<file path="src/rtl/audio_stream_pkg.sv">
// Shared types, constants and helpers for the audio stream writer.
// Bit-depth codes mirror the BIT_DEPTH_* encodings of definitions.svh.
package audio_stream_pkg;

  localparam logic [7:0] MAGIC_DEFAULT = 8'hA5;
  localparam int         LEN_W_DEFAULT = 32;

  localparam logic [1:0] BIT_DEPTH_16  = 2'd0;
  localparam logic [1:0] BIT_DEPTH_24  = 2'd1;
  localparam logic [1:0] BIT_DEPTH_32  = 2'd2;
  localparam logic [1:0] BIT_DEPTH_DOP = 2'd3;

  // CFG byte field positions
  localparam int CFG_RATE_LSB  = 0;
  localparam int CFG_RATE_MSB  = 2;
  localparam int CFG_DEPTH_LSB = 3;
  localparam int CFG_DEPTH_MSB = 4;
  localparam int CFG_RSVD_LSB  = 5;
  localparam int CFG_RSVD_MSB  = 7;

  typedef enum logic [2:0] {
    ST_IDLE    = 3'd0,
    ST_CFG     = 3'd1,
    ST_LEN     = 3'd2,
    ST_PAYLOAD = 3'd3,
    ST_CHECK   = 3'd4,
    ST_DRAIN   = 3'd5,
    ST_ERROR   = 3'd6
  } state_e;

  // Bytes per stereo frame for a bit-depth code
  function automatic logic [3:0] frame_bytes(input logic [1:0] bit_depth);
    logic [3:0] fb;
    case (bit_depth)
      BIT_DEPTH_16:  fb = 4'd4;
      BIT_DEPTH_24:  fb = 4'd6;
      BIT_DEPTH_32:  fb = 4'd8;
      BIT_DEPTH_DOP: fb = 4'd6;
      default:       fb = 4'd4;
    endcase
    return fb;
  endfunction

  // Running (length mod 3) update for one more big-endian byte.
  // 256 == 1 (mod 3) and 4 == 1 (mod 3), so folding 2-bit digits is enough.
  function automatic logic [1:0] mod3_add(input logic [1:0] acc, input logic [7:0] b);
    logic [3:0] s1;
    logic [2:0] s2;
    logic [1:0] s3;
    s1 = {2'b00, b[1:0]} + {2'b00, b[3:2]} + {2'b00, b[5:4]} + {2'b00, b[7:6]} + {2'b00, acc};
    s2 = {1'b0, s1[1:0]} + {1'b0, s1[3:2]};
    s3 = s2[1:0] + {1'b0, s2[2]};
    return (s3 == 2'd3) ? 2'd0 : s3;
  endfunction

  // Length is a whole number of frames: low bits give the power-of-two
  // part, the mod-3 tracker gives the factor of three in 6-byte frames.
  function automatic logic frame_aligned(input logic [1:0] bit_depth,
                                         input logic [2:0] len_lo,
                                         input logic [1:0] mod3);
    logic ok;
    case (frame_bytes(bit_depth))
      4'd4:    ok = (len_lo[1:0] == 2'd0);
      4'd8:    ok = (len_lo == 3'd0);
      4'd6:    ok = (len_lo[0] == 1'b0) && (mod3 == 2'd0);
      default: ok = 1'b0;
    endcase
    return ok;
  endfunction

endpackage

</file>
<file path="src/rtl/audio_stream_writer_hold.sv">
// One-entry hold register between the byte input and the output FIFO.
// The write strobe is gated combinationally by full so the FIFO is never
// written while full; a new byte can enter in the same cycle the old one leaves.
module stream_hold_reg (
  input  logic       clk_i,
  input  logic       reset_i,
  input  logic       clear_i,
  input  logic       load_i,
  input  logic [7:0] data_i,
  input  logic       full_i,
  output logic       ready_o,
  output logic       valid_o,
  output logic       wr_en_o,
  output logic [7:0] wr_data_o
);

  logic       valid_q, valid_d;
  logic [7:0] data_q, data_d;

  assign wr_en_o   = valid_q & ~full_i & ~clear_i;
  assign ready_o   = ~valid_q | ~full_i;
  assign valid_o   = valid_q;
  assign wr_data_o = data_q;

  // Next hold contents: clear wins, then load, then drain on write
  always_comb begin
    valid_d = valid_q;
    data_d  = data_q;
    if (clear_i) begin
      valid_d = 1'b0;
    end else if (load_i) begin
      valid_d = 1'b1;
      data_d  = data_i;
    end else if (wr_en_o) begin
      valid_d = 1'b0;
    end else begin
      valid_d = valid_q;
    end
  end

  // Hold register state
  always_ff @(posedge clk_i) begin
    if (reset_i) begin
      valid_q <= 1'b0;
      data_q  <= 8'h00;
    end else begin
      valid_q <= valid_d;
      data_q  <= data_d;
    end
  end

endmodule

</file>
<file path="src/rtl/audio_stream_writer.sv">
// Framed audio stream parser feeding the I2S output FIFO.
// Frame: MAGIC, CFG, LEN (big-endian), payload.
// Optional trailing XOR checksum byte: define AUDIO_STREAM_CHECKSUM_EN.
module audio_stream_writer
  import audio_stream_pkg::*;
#(
  parameter logic [7:0] MAGIC = MAGIC_DEFAULT,
  parameter int         LEN_W = LEN_W_DEFAULT
) (
  input  logic       clk_i,
  input  logic       reset_i,
  input  logic [7:0] rx_data_i,
  input  logic       rx_valid_i,
  output logic       rx_ready_o,
  input  logic       abort_i,
  input  logic       output_streaming_i,
  input  logic       wr_output_FIFO_full_i,
  output logic       wr_output_FIFO_en_o,
  output logic [7:0] wr_output_FIFO_data_o,
  output logic [2:0] sample_rate_o,
  output logic [1:0] bit_depth_o,
  output logic       stream_active_o,
  output logic       stream_done_o,
  output logic       error_o
);

  localparam int LEN_BYTES = LEN_W / 8;
  localparam int IDX_W     = (LEN_BYTES > 1) ? $clog2(LEN_BYTES) : 1;
  localparam logic [IDX_W-1:0] LAST_IDX = IDX_W'(LEN_BYTES - 1);

  state_e             state_q, state_d;
  logic [4:0]         pend_cfg_q, pend_cfg_d;
  logic [LEN_W-9:0]   shift_q, shift_d;
  logic [IDX_W-1:0]   idx_q, idx_d;
  logic [1:0]         mod3_q, mod3_d;
  logic [LEN_W-1:0]   cnt_q, cnt_d;
  logic [2:0]         rate_q, rate_d;
  logic [1:0]         depth_q, depth_d;
  logic               error_q, error_d;
`ifdef AUDIO_STREAM_CHECKSUM_EN
  logic [7:0]         xor_q, xor_d;
`endif

  logic               rx_ready_s, accept_s, hold_load_s, done_s;
  logic               hold_ready_s, hold_valid_s, hold_wr_en_s;
  logic [7:0]         hold_data_s;
  logic [LEN_W-1:0]   len_full_s;
  logic [1:0]         mod3_next_s;

  assign len_full_s  = {shift_q, rx_data_i};
  assign mod3_next_s = mod3_add(mod3_q, rx_data_i);
  assign accept_s    = rx_valid_i & rx_ready_s;

  stream_hold_reg u_hold (
    .clk_i     (clk_i),
    .reset_i   (reset_i),
    .clear_i   (abort_i),
    .load_i    (hold_load_s),
    .data_i    (rx_data_i),
    .full_i    (wr_output_FIFO_full_i),
    .ready_o   (hold_ready_s),
    .valid_o   (hold_valid_s),
    .wr_en_o   (hold_wr_en_s),
    .wr_data_o (hold_data_s)
  );

  // Input handshake per state; nothing is taken in an abort cycle
  always_comb begin
    rx_ready_s = 1'b0;
    case (state_q)
      ST_IDLE:    rx_ready_s = 1'b1;
      ST_CFG:     rx_ready_s = ~output_streaming_i;
      ST_LEN:     rx_ready_s = 1'b1;
      ST_PAYLOAD: rx_ready_s = hold_ready_s;
`ifdef AUDIO_STREAM_CHECKSUM_EN
      ST_CHECK:   rx_ready_s = 1'b1;
`endif
      default:    rx_ready_s = 1'b0;
    endcase
    rx_ready_s = rx_ready_s & ~abort_i;
  end

  // Next-state, header parsing, payload counting and done pulse
  always_comb begin
    state_d     = state_q;
    pend_cfg_d  = pend_cfg_q;
    shift_d     = shift_q;
    idx_d       = idx_q;
    mod3_d      = mod3_q;
    cnt_d       = cnt_q;
    rate_d      = rate_q;
    depth_d     = depth_q;
    hold_load_s = 1'b0;
    done_s      = 1'b0;
`ifdef AUDIO_STREAM_CHECKSUM_EN
    xor_d       = xor_q;
`endif
    case (state_q)
      ST_IDLE: begin
        if (accept_s && (rx_data_i == MAGIC)) state_d = ST_CFG;
        else                                  state_d = ST_IDLE;
      end
      ST_CFG: begin
        if (!accept_s) begin
          state_d = ST_CFG;
        end else if (rx_data_i[CFG_RSVD_MSB:CFG_RSVD_LSB] != 3'd0) begin
          state_d = ST_ERROR;
        end else begin
          pend_cfg_d = rx_data_i[CFG_DEPTH_MSB:CFG_RATE_LSB];
          shift_d    = {(LEN_W-8){1'b0}};
          idx_d      = {IDX_W{1'b0}};
          mod3_d     = 2'd0;
          state_d    = ST_LEN;
        end
      end
      ST_LEN: begin
        if (!accept_s) begin
          state_d = ST_LEN;
        end else if (idx_q != LAST_IDX) begin
          shift_d = len_full_s[LEN_W-9:0];
          mod3_d  = mod3_next_s;
          idx_d   = idx_q + IDX_W'(1);
        end else if (len_full_s == {LEN_W{1'b0}}) begin
          state_d = ST_ERROR;
        end else if (!frame_aligned(pend_cfg_q[4:3], len_full_s[2:0], mod3_next_s)) begin
          state_d = ST_ERROR;
        end else begin
          cnt_d   = len_full_s;
          rate_d  = pend_cfg_q[2:0];
          depth_d = pend_cfg_q[4:3];
`ifdef AUDIO_STREAM_CHECKSUM_EN
          xor_d   = 8'h00;
`endif
          state_d = ST_PAYLOAD;
        end
      end
      ST_PAYLOAD: begin
        if (accept_s) begin
          hold_load_s = 1'b1;
          cnt_d       = cnt_q - LEN_W'(1);
`ifdef AUDIO_STREAM_CHECKSUM_EN
          xor_d       = xor_q ^ rx_data_i;
          if (cnt_q == LEN_W'(1)) state_d = ST_CHECK;
          else                    state_d = ST_PAYLOAD;
`else
          if (cnt_q == LEN_W'(1)) state_d = ST_DRAIN;
          else                    state_d = ST_PAYLOAD;
`endif
        end else begin
          state_d = ST_PAYLOAD;
        end
      end
`ifdef AUDIO_STREAM_CHECKSUM_EN
      ST_CHECK: begin
        if (!accept_s) begin
          state_d = ST_CHECK;
        end else if (rx_data_i != xor_q) begin
          state_d = ST_ERROR;
        end else if (hold_valid_s && !hold_wr_en_s) begin
          state_d = ST_DRAIN;
        end else begin
          // last byte leaves now, or already left while waiting for the trailer
          done_s  = 1'b1;
          state_d = ST_IDLE;
        end
      end
`endif
      ST_DRAIN: begin
        if (hold_wr_en_s) begin
          done_s  = 1'b1;
          state_d = ST_IDLE;
        end else if (!hold_valid_s) begin
          state_d = ST_IDLE;
        end else begin
          state_d = ST_DRAIN;
        end
      end
      ST_ERROR: state_d = ST_ERROR;
      default:  state_d = ST_IDLE;
    endcase
    if (abort_i) begin
      state_d     = ST_IDLE;
      cnt_d       = {LEN_W{1'b0}};
      hold_load_s = 1'b0;
      done_s      = 1'b0;
    end else begin
      state_d     = state_d;
    end
    error_d = (state_d == ST_ERROR);
  end

  // State and configuration registers
  always_ff @(posedge clk_i) begin
    if (reset_i) begin
      state_q    <= ST_IDLE;
      pend_cfg_q <= 5'd0;
      shift_q    <= {(LEN_W-8){1'b0}};
      idx_q      <= {IDX_W{1'b0}};
      mod3_q     <= 2'd0;
      cnt_q      <= {LEN_W{1'b0}};
      rate_q     <= 3'd0;
      depth_q    <= BIT_DEPTH_16;
      error_q    <= 1'b0;
`ifdef AUDIO_STREAM_CHECKSUM_EN
      xor_q      <= 8'h00;
`endif
    end else begin
      state_q    <= state_d;
      pend_cfg_q <= pend_cfg_d;
      shift_q    <= shift_d;
      idx_q      <= idx_d;
      mod3_q     <= mod3_d;
      cnt_q      <= cnt_d;
      rate_q     <= rate_d;
      depth_q    <= depth_d;
      error_q    <= error_d;
`ifdef AUDIO_STREAM_CHECKSUM_EN
      xor_q      <= xor_d;
`endif
    end
  end

  assign rx_ready_o            = rx_ready_s;
  assign wr_output_FIFO_en_o   = hold_wr_en_s;
  assign wr_output_FIFO_data_o = hold_data_s;
  assign sample_rate_o         = rate_q;
  assign bit_depth_o           = depth_q;
  assign stream_active_o       = (state_q == ST_PAYLOAD) || (state_q == ST_CHECK) ||
                                 (state_q == ST_DRAIN);
  assign stream_done_o         = done_s;
  assign error_o               = error_q;

endmodule

</file>
<file path="config.mk">
export PLATFORM = sky130hd
export DESIGN_NAME = audio_stream_writer
export DESIGN_NICKNAME = d
export VERILOG_FILES = /design/src/rtl/audio_stream_pkg.sv /design/src/rtl/audio_stream_writer_hold.sv /design/src/rtl/audio_stream_writer.sv
export SDC_FILE = /design/constraint.sdc
export NUM_CORES = 1
export LEC_CHECK = 0
export ABC_CLOCK_PERIOD_IN_PS = 5570
export BUFFER_PORTS_ARGS = -buffer_cell sky130_fd_sc_hd__clkbuf_2
export CORE_ASPECT_RATIO = 1.25
export CORE_UTILIZATION = 50
export CTS_BUF_LIST = sky130_fd_sc_hd__clkbuf_2
export DETAILED_ROUTE_END_ITERATION = 10
export MAX_ROUTING_LAYER = met4
export PLACE_DENSITY = 0.8
export SLEW_MARGIN = 20
export SYNTH_ARGS = -nofsm -noshare
export SYNTH_HDL_FRONTEND = slang
export SYNTH_SLANG_ARGS = --single-unit
</file>
<file path="constraint.sdc">
create_clock -name clk_i -period 5.57 [get_ports clk_i]
set_input_delay 1.114 -clock clk_i [delete_from_list [all_inputs] [get_ports clk_i]]
set_output_delay 1.114 -clock clk_i [all_outputs]
set_load 0.05 [all_outputs]
</file>
=== Yosys cells after proc, flatten, opt, wreduce, memory -nomap -nowiden ===
Index checks and enable logic that the tools add are counted.

* Register bits after elaboration: 83
* Bits of input ports: 14
* Output and inout bits: 18
* Word-level logic and storage cells: 131

* Add/subtract/negate cells: 8
* Equal/unequal tests: 25
* Muxes and demuxes: 52
* Bitwise operators: 13
* Reductions and logical operators: 22

{| class="wikitable"
|+ Operators with widths
! kind !! number
|-
| 32-bit two-way mux || 5
|-
| 24-bit two-way mux || 4
|-
| 32-bit case mux with 2 select lines || 1
|-
| 24-bit case mux with 2 select lines || 1
|-
| 3-bit two-way mux || 11
|-
| 32-bit by 1-bit == test with 1-bit output, second input constant || 1
|-
| 32-bit zero test || 1
|-
| 32-bit by 1-bit subtractor with 32-bit output, second input constant || 1
|-
| 2-bit inequality test, second input constant || 9
|-
| 3-bit case mux with 6 select lines || 1
|-
| 4-bit two-way mux || 4
|-
| 2-bit two-way mux || 7
|-
| 1-bit two-way mux || 13
|-
| 3-bit == test, second input constant || 4
|-
| 4-bit case mux with 3 select lines || 1
|-
| 5-bit AND reduction || 2
|-
| 4-bit by 2-bit adder with 4-bit output || 2
|-
| 4-bit by 3-bit == test with 1-bit output, second input constant || 2
|-
| 8-bit == test, second input constant || 1
|-
| 1-bit inverter || 8
|-
| 2-bit case mux with 2 select lines || 2
|-
| 2-bit by 2-bit adder with 3-bit output || 2
|-
| 2-bit == test, second input constant || 3
|-
| 3-bit by 2-bit == test with 1-bit output, second input constant || 2
|-
| 19 further kinds || 32
|}

=== Longest topological paths before layout ===
Gate-level depths: netlist of the first run.

* Depth after elaboration: 22
* Depth in mapped cells: 19
* Mapped depth without buffers: 18

=== By module ===
Synthesis of the first run repeated with hierarchy kept, for this count alone.

* Cell total of the unflattened synthesis: 561
* Area, all modules: 4,519.3 um2

{| class="wikitable"
|+ Modules (own cells, without submodules)
! module !! times used !! cells each !! area an instance (um2) !! seq. area each (um2)
|-
| audio_stream_writer || 1 || 521 || 4,115.2 || 1,481.4
|-
| stream_hold_reg || 1 || 40 || 404.1 || 180.2
|}

=== Least setup slack after synthesis of the first run ===
OpenSTA, ideal clock, no wires.

* Path type: input-to-reg
* From: in rx_data_i[0]
* To: reg cnt_q[21]
* Setup time: 0.134 ns
* Data arrival time: 5.317 ns
* Data required time: 5.436 ns
* Slack: 0.118 ns
* Stages on the path: 19
* Path buffers: 1
* Cells stage by stage: fa_1 inv_1 fa_1 fa_1 inv_1 fa_1 xor2_1 ha_1 fa_1 ha_1 xor2_1 inv_1 ha_1 nand2_1 a21oi_1 a41oi_1 clkbuf_1 o311ai_0 o31ai_1

* Cells in the longest elaborated chain, start to end: 17
* Elaborated cells between the ends (all ways): 22
* Classes of those cells: add/sub: 6; eq/ne: 3; mux: 6; bitwise: 1; reduce/logical: 6

{| class="wikitable"
|+ RTL lines
! item !! line !! RTL
|-
| start, declared || audio_stream_writer.sv:12 || <nowiki>input logic [7:0] rx_data_i,</nowiki>
|-
| 2-bit by 2-bit adder with 3-bit output || audio_stream_pkg.sv:50 || <nowiki>s1 = {2'b00, b[1:0]} + {2'b00, b[3:2]} + {2'b00, b[5:4]} + {2'b00, b[7:6]} + {2'b00, acc};</nowiki>
|-
| 3-bit by 2-bit adder with 4-bit output || audio_stream_pkg.sv:50 ||
|-
| 4-bit by 2-bit adder with 4-bit output (2 in a row) || audio_stream_pkg.sv:50 ||
|-
| 2-bit by 2-bit adder with 3-bit output || audio_stream_pkg.sv:51 || <nowiki>s2 = {1'b0, s1[1:0]} + {1'b0, s1[3:2]};</nowiki>
|-
| 2-bit by 1-bit adder with 2-bit output || audio_stream_pkg.sv:52 || <nowiki>s3 = s2[1:0] + {1'b0, s2[2]};</nowiki>
|-
| 2-bit == test || audio_stream_pkg.sv:53 || <nowiki>return (s3 == 2'd3) ? 2'd0 : s3;</nowiki>
|-
| 2-bit two-way mux || audio_stream_pkg.sv:53 ||
|-
| 2-bit zero test || audio_stream_pkg.sv:65 || <nowiki>4'd6: ok = (len_lo[0] == 1'b0) && (mod3 == 2'd0);</nowiki>
|-
| 1-bit logical AND || audio_stream_pkg.sv:65 ||
|-
| 1-bit case mux with 3 select lines || audio_stream_pkg.sv:62 || <nowiki>case (frame_bytes(bit_depth))</nowiki>
|-
| 1-bit two-way mux || audio_stream_writer.sv:123 || <nowiki>end else if (len_full_s == {LEN_W{1'b0}}) begin</nowiki>
|-
| 1-bit two-way mux || audio_stream_writer.sv:119 || <nowiki>end else if (idx_q != LAST_IDX) begin</nowiki>
|-
| 1-bit two-way mux || audio_stream_writer.sv:117 || <nowiki>if (!accept_s) begin</nowiki>
|-
| 1-bit two-way mux || audio_stream_writer.sv:98 || <nowiki>case (state_q)</nowiki>
|-
| 2-bit inequality test (no source line) || n/a ||
|-
| 6-bit AND reduction (no source line) (*) || n/a ||
|-
| end signal, assigned || audio_stream_writer.sv:200 || <nowiki>cnt_q <= {LEN_W{1'b0}};</nowiki>
|-
| end signal, assigned || audio_stream_writer.sv:213 || <nowiki>cnt_q <= cnt_d;</nowiki>
|-
| end, declared || audio_stream_writer.sv:36 || <nowiki>logic [LEN_W-1:0] cnt_q, cnt_d;</nowiki>
|}

Mark *: on every way between the ends. The rest lies on a longest branch, timed or not. The select of a mux whose other input is x is not followed.
A chain may end at the register's enable or synchronous reset.

=== Worst setup path after layout of the first run ===
* From: in rx_data_i[0]
* To: reg cnt_q[20]

The elaborated chain is that of the path after synthesis.

==> flow_summary.ini, run 1 <==
[clocking]
post_cts_buffers = 0
h-tree-depth = 3
clockRootBuffer = clkbuf_2
clkTransAtPathRegs_ps = 210
clkSinkCount = 83
tritoncts = built
cts_made_buffers = 9
ctsResizeCount = 0
clock_latency_ps = 550
holdBufCountCts = 0
clockBufferDepth = 2

[final_layout]
final_cell_mix = dfxtp_1, nand2_1, clkbuf_2, nor2_1, a21oi_1
syn2layout_area_growth_pct = 10.32
stdcell_count = 669
drive_above_1_share_pct = 15.48
antenna-diode-count = 0
multiInputGateArea_mm2 = 0.002716
utilization_pct = 57.31
layout.cells.most_common = dfxtp_1
fin_nets = 574
fin_area_mm2 = 0.005041
regArea_mm2 = 0.001662
fillers = 780

[power_and_ir_drop]
power_density_mw_per_mm2 = 214.3
p_comb_share_pct = 11.5
clkPwrFrac_pct = 33.4
power_mw = 1.080
internal_power_mw = 0.7905
ir_drop_v = 0.0001673
p_leak_nw = 1.976
swShare_pct = 26.84
pwr-share-seq_pct = 55.1
power_switching_mw = 0.2899

[critical_path]
critPathLaunchType = input pin
r2r_start = mod3_q[1]$_SDFFE_PP0P_
cp.required_ps = 6020
crit_arrival_ps = 5610
reg2regPathDepth = 19
cp-end-kind = flop
regToRegEndpoint = cnt_q[20]$_SDFFE_PP0P_
r2r_slack_ps = 1140
path_max_fanout = 22
worstSetupPathType = input pin to flop

[yosys]
ys_ff_latch = 83
synth_edf_count = 0
avgSynthCellArea_um2 = 8.754
synth_cell_types = 63
syn_inst = 522
yosys.area.top_type_share_pct = 36.36
synth_flop_cell = dfxtp_1
yosys_warnings = 0
synthArstFlopShare_pct = 0
synth_area_mm2 = 0.004569
synthesis.nets = 552
synth_area_leaders = dfxtp_1, a22o_1, o31ai_1, a21oi_1, nand2_1
synth_top_cell_by_area = dfxtp_1
yosysSeqAreaShare_pct = 36.36

[drt]
antenna_left = 0
vias_per_cell = 6.726
drc = 0
wl_per_cell_um = 19.00
drt_iter0_markers = 468
firstDrtPassIters = 5
vias = 4500
drt-total-wl_mm = 12.71

[placed_design]
place_congestion = 0.9321
dp_cells = 653
dp_slack_ps = -96.65
numPortBuffers = 31
place_area_mm2 = 0.004903
dpl.hpwl_mm = 8.652

[sta]
worstMarginPinSlew_ps = 853.5
skew_ps = 27.08
hold_ws_ps = 468.7
max_slew_margin_pct = 42.30
finalCritPeriodShare_pct = 92.62
period_minus_slack_ps = 5159
rsz0062_at_grt = false
clock.fmax_mhz = 193.8
fin_setup_tns_ps = 0
timing.final.ws_setup_ps = 410.9
drv_slew = 0
finalSetupViolCount = 0
finalHoldViolations = 0

[grt]
grt.total_usage_pct = 29.64
grt_pass1_vias = 4360
grt-ovfl-total = 0
grt_max_degree = 67
grt_pass1_wl_mm = 21.24
antenna_found_initial = 0

[die]
initial_core_util_pct = 51.95
dieArea_mm2 = 0.009528
ioPinCount = 32
die_w_um = 87.51
chipHeight_um = 108.9
coreArea_mm2 = 0.008796
rows = 38

[run_status]
status = complete, no violations

[worst_hold_path]
worst_hold_path.num_cells = 2
whs_endpoint = u_hold.wr_data_o[6]$_SDFFE_PP0P_
hold_class = flop to flop
holdCritStartpoint = u_hold.wr_data_o[6]$_SDFFE_PP0P_

[job]
max_cap_violations = 0
==> cell type report <==
cell class / instances / area share (%)
inverters: 16 / 1.191
repair buffers: 49 / 6.255
multi-input cells: 385 / 53.88
well taps: 120 / 2.978
flip-flops and latches: 83 / 32.96
clock inverters: 7 / 1.837
clock buffers: 9 / 0.8935
==> power by group through the flow <==
stage,Combinational [mW],Clock (mW),Sequential (mW)
floorplan,0.0813,0,0.607
global placement,0.115,0,0.607
detailed placement,0.124,0,0.607
CTS,0.125,0.366,0.595
global route,0.141,0.390,0.596
finish,0.124,0.361,0.595
==> registers in the layout, indices dropped and copies added (netlist names) <==
name and cells:
idx_q 2, u_hold.wr_data_o 8, bit_depth_o 2, pend_cfg_q 5
state_q 3, shift_q 24, cnt_q 32, mod3_q 2
sample_rate_o 3, u_hold.valid_o 1, error_o 1
==> critical path: stages <==
cell and delay [ps]:
clkbuf_2 100, fa_1 520, inv_1 50, fa_1 500, fa_1 170, inv_1 60, fa_1 380, xor2_1 150
ha_1 190, fa_1 370, ha_1 220, xor2_1 180, inv_1 60, ha_1 280, nand2_1 50, a21oi_1 210
buf_4 170, a41o_1 230, nand2_2 100, buf_12 200, o32ai_1 300
==> cells in the mapped netlist, types with 7 or more instances <==
| master | number |
|---|---|
| mux2i_1 | 13 |
| buf_2 | 7 |
| inv_1 | 16 |
| fa_1 | 7 |
| nand4_1 | 7 |
| o311ai_0 | 15 |
| dfxtp_1 | 83 |
| o31ai_1 | 27 |
| nand2_1 | 45 |
| o32ai_1 | 8 |
| a22o_1 | 27 |
| and3_1 | 7 |
| o21ai_0 | 8 |
| nor4_1 | 24 |
| ha_1 | 9 |
| nor3_1 | 14 |
| a21oi_1 | 36 |
| nand3_1 | 11 |
| clkbuf_1 | 29 |
| nor2_1 | 38 |
==> cells by family (layout without fill, tap and decap cells) <==
logic type                 after synthesis  count (layout)  synth area share (%)
muxes                                   14              14                 3.094
adders and majority gates               16              16                 5.531
and+or+nand+nor                        184             184                 21.50
xor gates and xnor gates                 2               2                0.3834
AOI/OAI and AO/OA                      169             169                 28.34
DFF                                     83              83                 36.36
buffers and inverters                   54              81                 4.792
==> how the worst max path moves through the flow <==
stage	start	end	slack [ps]	cells after the start
2_1_floorplan	rx_data_i[0]	cnt_q[21]$_SDFFE_PP0P_	120	19
3_3_place_gp	rx_data_i[0]	cnt_q[3]$_SDFFE_PP0P_	70	20
3_5_place_dp	rx_data_i[0]	cnt_q[11]$_SDFFE_PP0P_	-100	21
4_1_cts	rx_data_i[0]	cnt_q[11]$_SDFFE_PP0P_	510	21
5_1_grt	rx_data_i[0]	cnt_q[28]$_SDFFE_PP0P_	230	21
6_report	rx_data_i[0]	cnt_q[20]$_SDFFE_PP0P_	410	21
==> layer usage <==
| metal | vias to the layer above | GRT usage (%) | routed length (um) |
|---|---|---|---|
| met1 | 2162 | 35.43 | 5183 |
| met5 | - | - | 0 |
| li1 | 2059 | - | - |
| met4 | 0 | 14.52 | 365 |
| met2 | 241 | 47.99 | 6254 |
| met3 | 38 | 5.299 | 906 |
(Power assumes the default switching activity.)
==> run 2: changes to the inputs <==
- RECOVER_POWER: unset -> 50
==> run 2 against run 1 <==
Compared with the run above: the run now ends with capacitance limit, slew limit left; flip-flop and latch count unchanged; register-to-register slack improved by 40 ps; die area unchanged; clock skew about the same; count of clock-buffer cells in the layout unchanged; critical path type unchanged; sequential power about the same; largest power group unchanged; largest cell class unchanged.
==> flow_summary.ini, run 2 (synthesized netlist as in run 1, its figures left out) <==
[run_status]
status = finished with violations
violations = capacitance limit, slew limit

[drt]
antenna_left = 0
vias_per_cell = 6.668
wl_per_cell_um = 19.01
firstDrtPassIters = 7
drt-total-wl_mm = 12.72
drc = 0
vias = 4461
drt_iter0_markers = 457

[sta]
drv_slew = 29
worstMarginPinSlew_ps = 2218
rsz0062_at_grt = false
finalSetupViolCount = 0
finalHoldViolations = 0
period_minus_slack_ps = 5121
finalCritPeriodShare_pct = 91.94
skew_ps = 27.13
max_slew_margin_pct = -47.86
clock.fmax_mhz = 195.3

[final_layout]
antenna-diode-count = 0
syn2layout_area_growth_pct = 9.775
largest_reg_flops = 32
layout.cells.most_common = dfxtp_1
drive_above_1_share_pct = 13.30
fillers = 787
final_cell_mix = dfxtp_1, nand2_1, nor2_1, a21oi_1, clkbuf_2
fin_nets = 574
multiInputGateArea_mm2 = 0.002705
stdcell_count = 669
regMostFlops = cnt_q
regArea_mm2 = 0.001662

[critical_path]
reg2regPathDepth = 19
crit_arrival_ps = 5570
slowest_stage = fa_1
cp-end-kind = flop
critPathLaunchType = input pin
crit_top_cell = fa_1
max_stage_delay_ps = 520
cp.required_ps = 6020
path_max_fanout = 22
crit_chain = clkbuf_2 > fa_1 > inv_1 > fa_1 > fa_1 > inv_1 > fa_1 > xor2_1 > ha_1 > fa_1 > ha_1 > xor2_1 > inv_1 > ha_1 > nand2_1 > a21oi_1 > buf_4 > a41o_1 > nand2_2 > buf_12 > o32ai_1
worstSetupPathType = input pin to flop

[clocking]
clkTransAtPathRegs_ps = 210
post_cts_buffers = 0
holdBufCountCts = 0
clock_latency_ps = 550
ctsResizeCount = 0
clockRootBuffer = clkbuf_2
clkSinkCount = 83
clockBufferDepth = 2
cts_made_buffers = 9
h-tree-depth = 3
tritoncts = built

[grt]
antenna_found_initial = 0
grt-ovfl-total = 0
grt_pass1_vias = 4360
grt_max_degree = 67
grt.total_usage_pct = 29.64
grt_pass1_wl_mm = 21.24

[die]
dieArea_mm2 = 0.009528
rows = 38
die_w_um = 87.51
initial_core_util_pct = 51.95
chipHeight_um = 108.9
ioPinCount = 32
coreArea_mm2 = 0.008796

[power_and_ir_drop]
ir_drop_v = 0.0001677
swShare_pct = 26.75
power_mw = 1.079
p_leak_nw = 1.937
power_density_mw_per_mm2 = 215.0
internal_power_mw = 0.7901
clkPwrFrac_pct = 33.4
pwr-share-seq_pct = 55.2
power_switching_mw = 0.2886
p_comb_share_pct = 11.4

[worst_hold_path]
hold_class = flop to flop
worst_hold_path.num_cells = 2

[placed_design]
dpl.hpwl_mm = 8.652
numPortBuffers = 31
dp_cells = 653
place_congestion = 0.9321

[job]
max_cap_violations = 1
[run 2: cell counts in the layout (fill, tap and decap cells not counted)]
Identical to the previous run, type by type.
[run 2: final timing paths]
| kind | start | to | slack [ps] |
|---|---|---|---|
| min reg2reg | u_hold.wr_data_o[6]$_SDFFE_PP0P_ | u_hold.wr_data_o[6]$_SDFFE_PP0P_ | 470 |
| min | u_hold.wr_data_o[6]$_SDFFE_PP0P_ | u_hold.wr_data_o[6]$_SDFFE_PP0P_ | 470 |
| max | rx_data_i[0] | cnt_q[20]$_SDFFE_PP0P_ | 450 |
| max reg2reg | mod3_q[1]$_SDFFE_PP0P_ | cnt_q[20]$_SDFFE_PP0P_ | 1180 |
[run 2: routing by layer]
layer / global-route usage [%] / up-vias / share of wire [%]
li1: - / 2059 / -
met1: 35.43 / 2174 / 41
met2: 47.99 / 199 / 50
met3: 5.299 / 29 / 6.3
met4: 14.52 / 0 / 2.5
met5: - / - / 0
[run 2: final cells by class]
class,count,area share [%]
repair buffers,49,6.011
clock inverters,7,1.846
well taps,120,2.993
flip-flops and latches,83,33.13
inverters,16,1.197
clock buffers,9,0.8980
multi-input cells,385,53.93
[run 2: power groups by stage]
stage	logic (mW)	registers, mW	clock network (mW)
final	0.123	0.595	0.360
after global routing	0.141	0.596	0.390
after CTS	0.125	0.595	0.366
after detailed placement	0.124	0.607	0
after global placement	0.115	0.607	0
after floorplan	0.0813	0.607	0
[run 2: critical path: cells and delay by family]
family                     cells  cell delay [ps]
AOI/OAI and AO/OA              3              710
xor gates and xnor gates       2              340
adders and majority gates      8             2630
buffers and inverters          6              640
and+or+nand+nor                2              150
[run 2: stage by stage]
stage	setup TNS, ps	util [%]	hold slack, ps	worst slack (ps)	area [um2]
final	0	57.03	468.4	448.7	5016
after global routing	0	57.03	500.3	231.6	5016
after CTS	0	57.31	472.0	515.0	5041
after floorplan	0	-	442.4	118.4	4569
after global placement	0	55.66	444.9	69.40	4896
after detailed placement	-1268	55.75	448.0	-96.65	4903
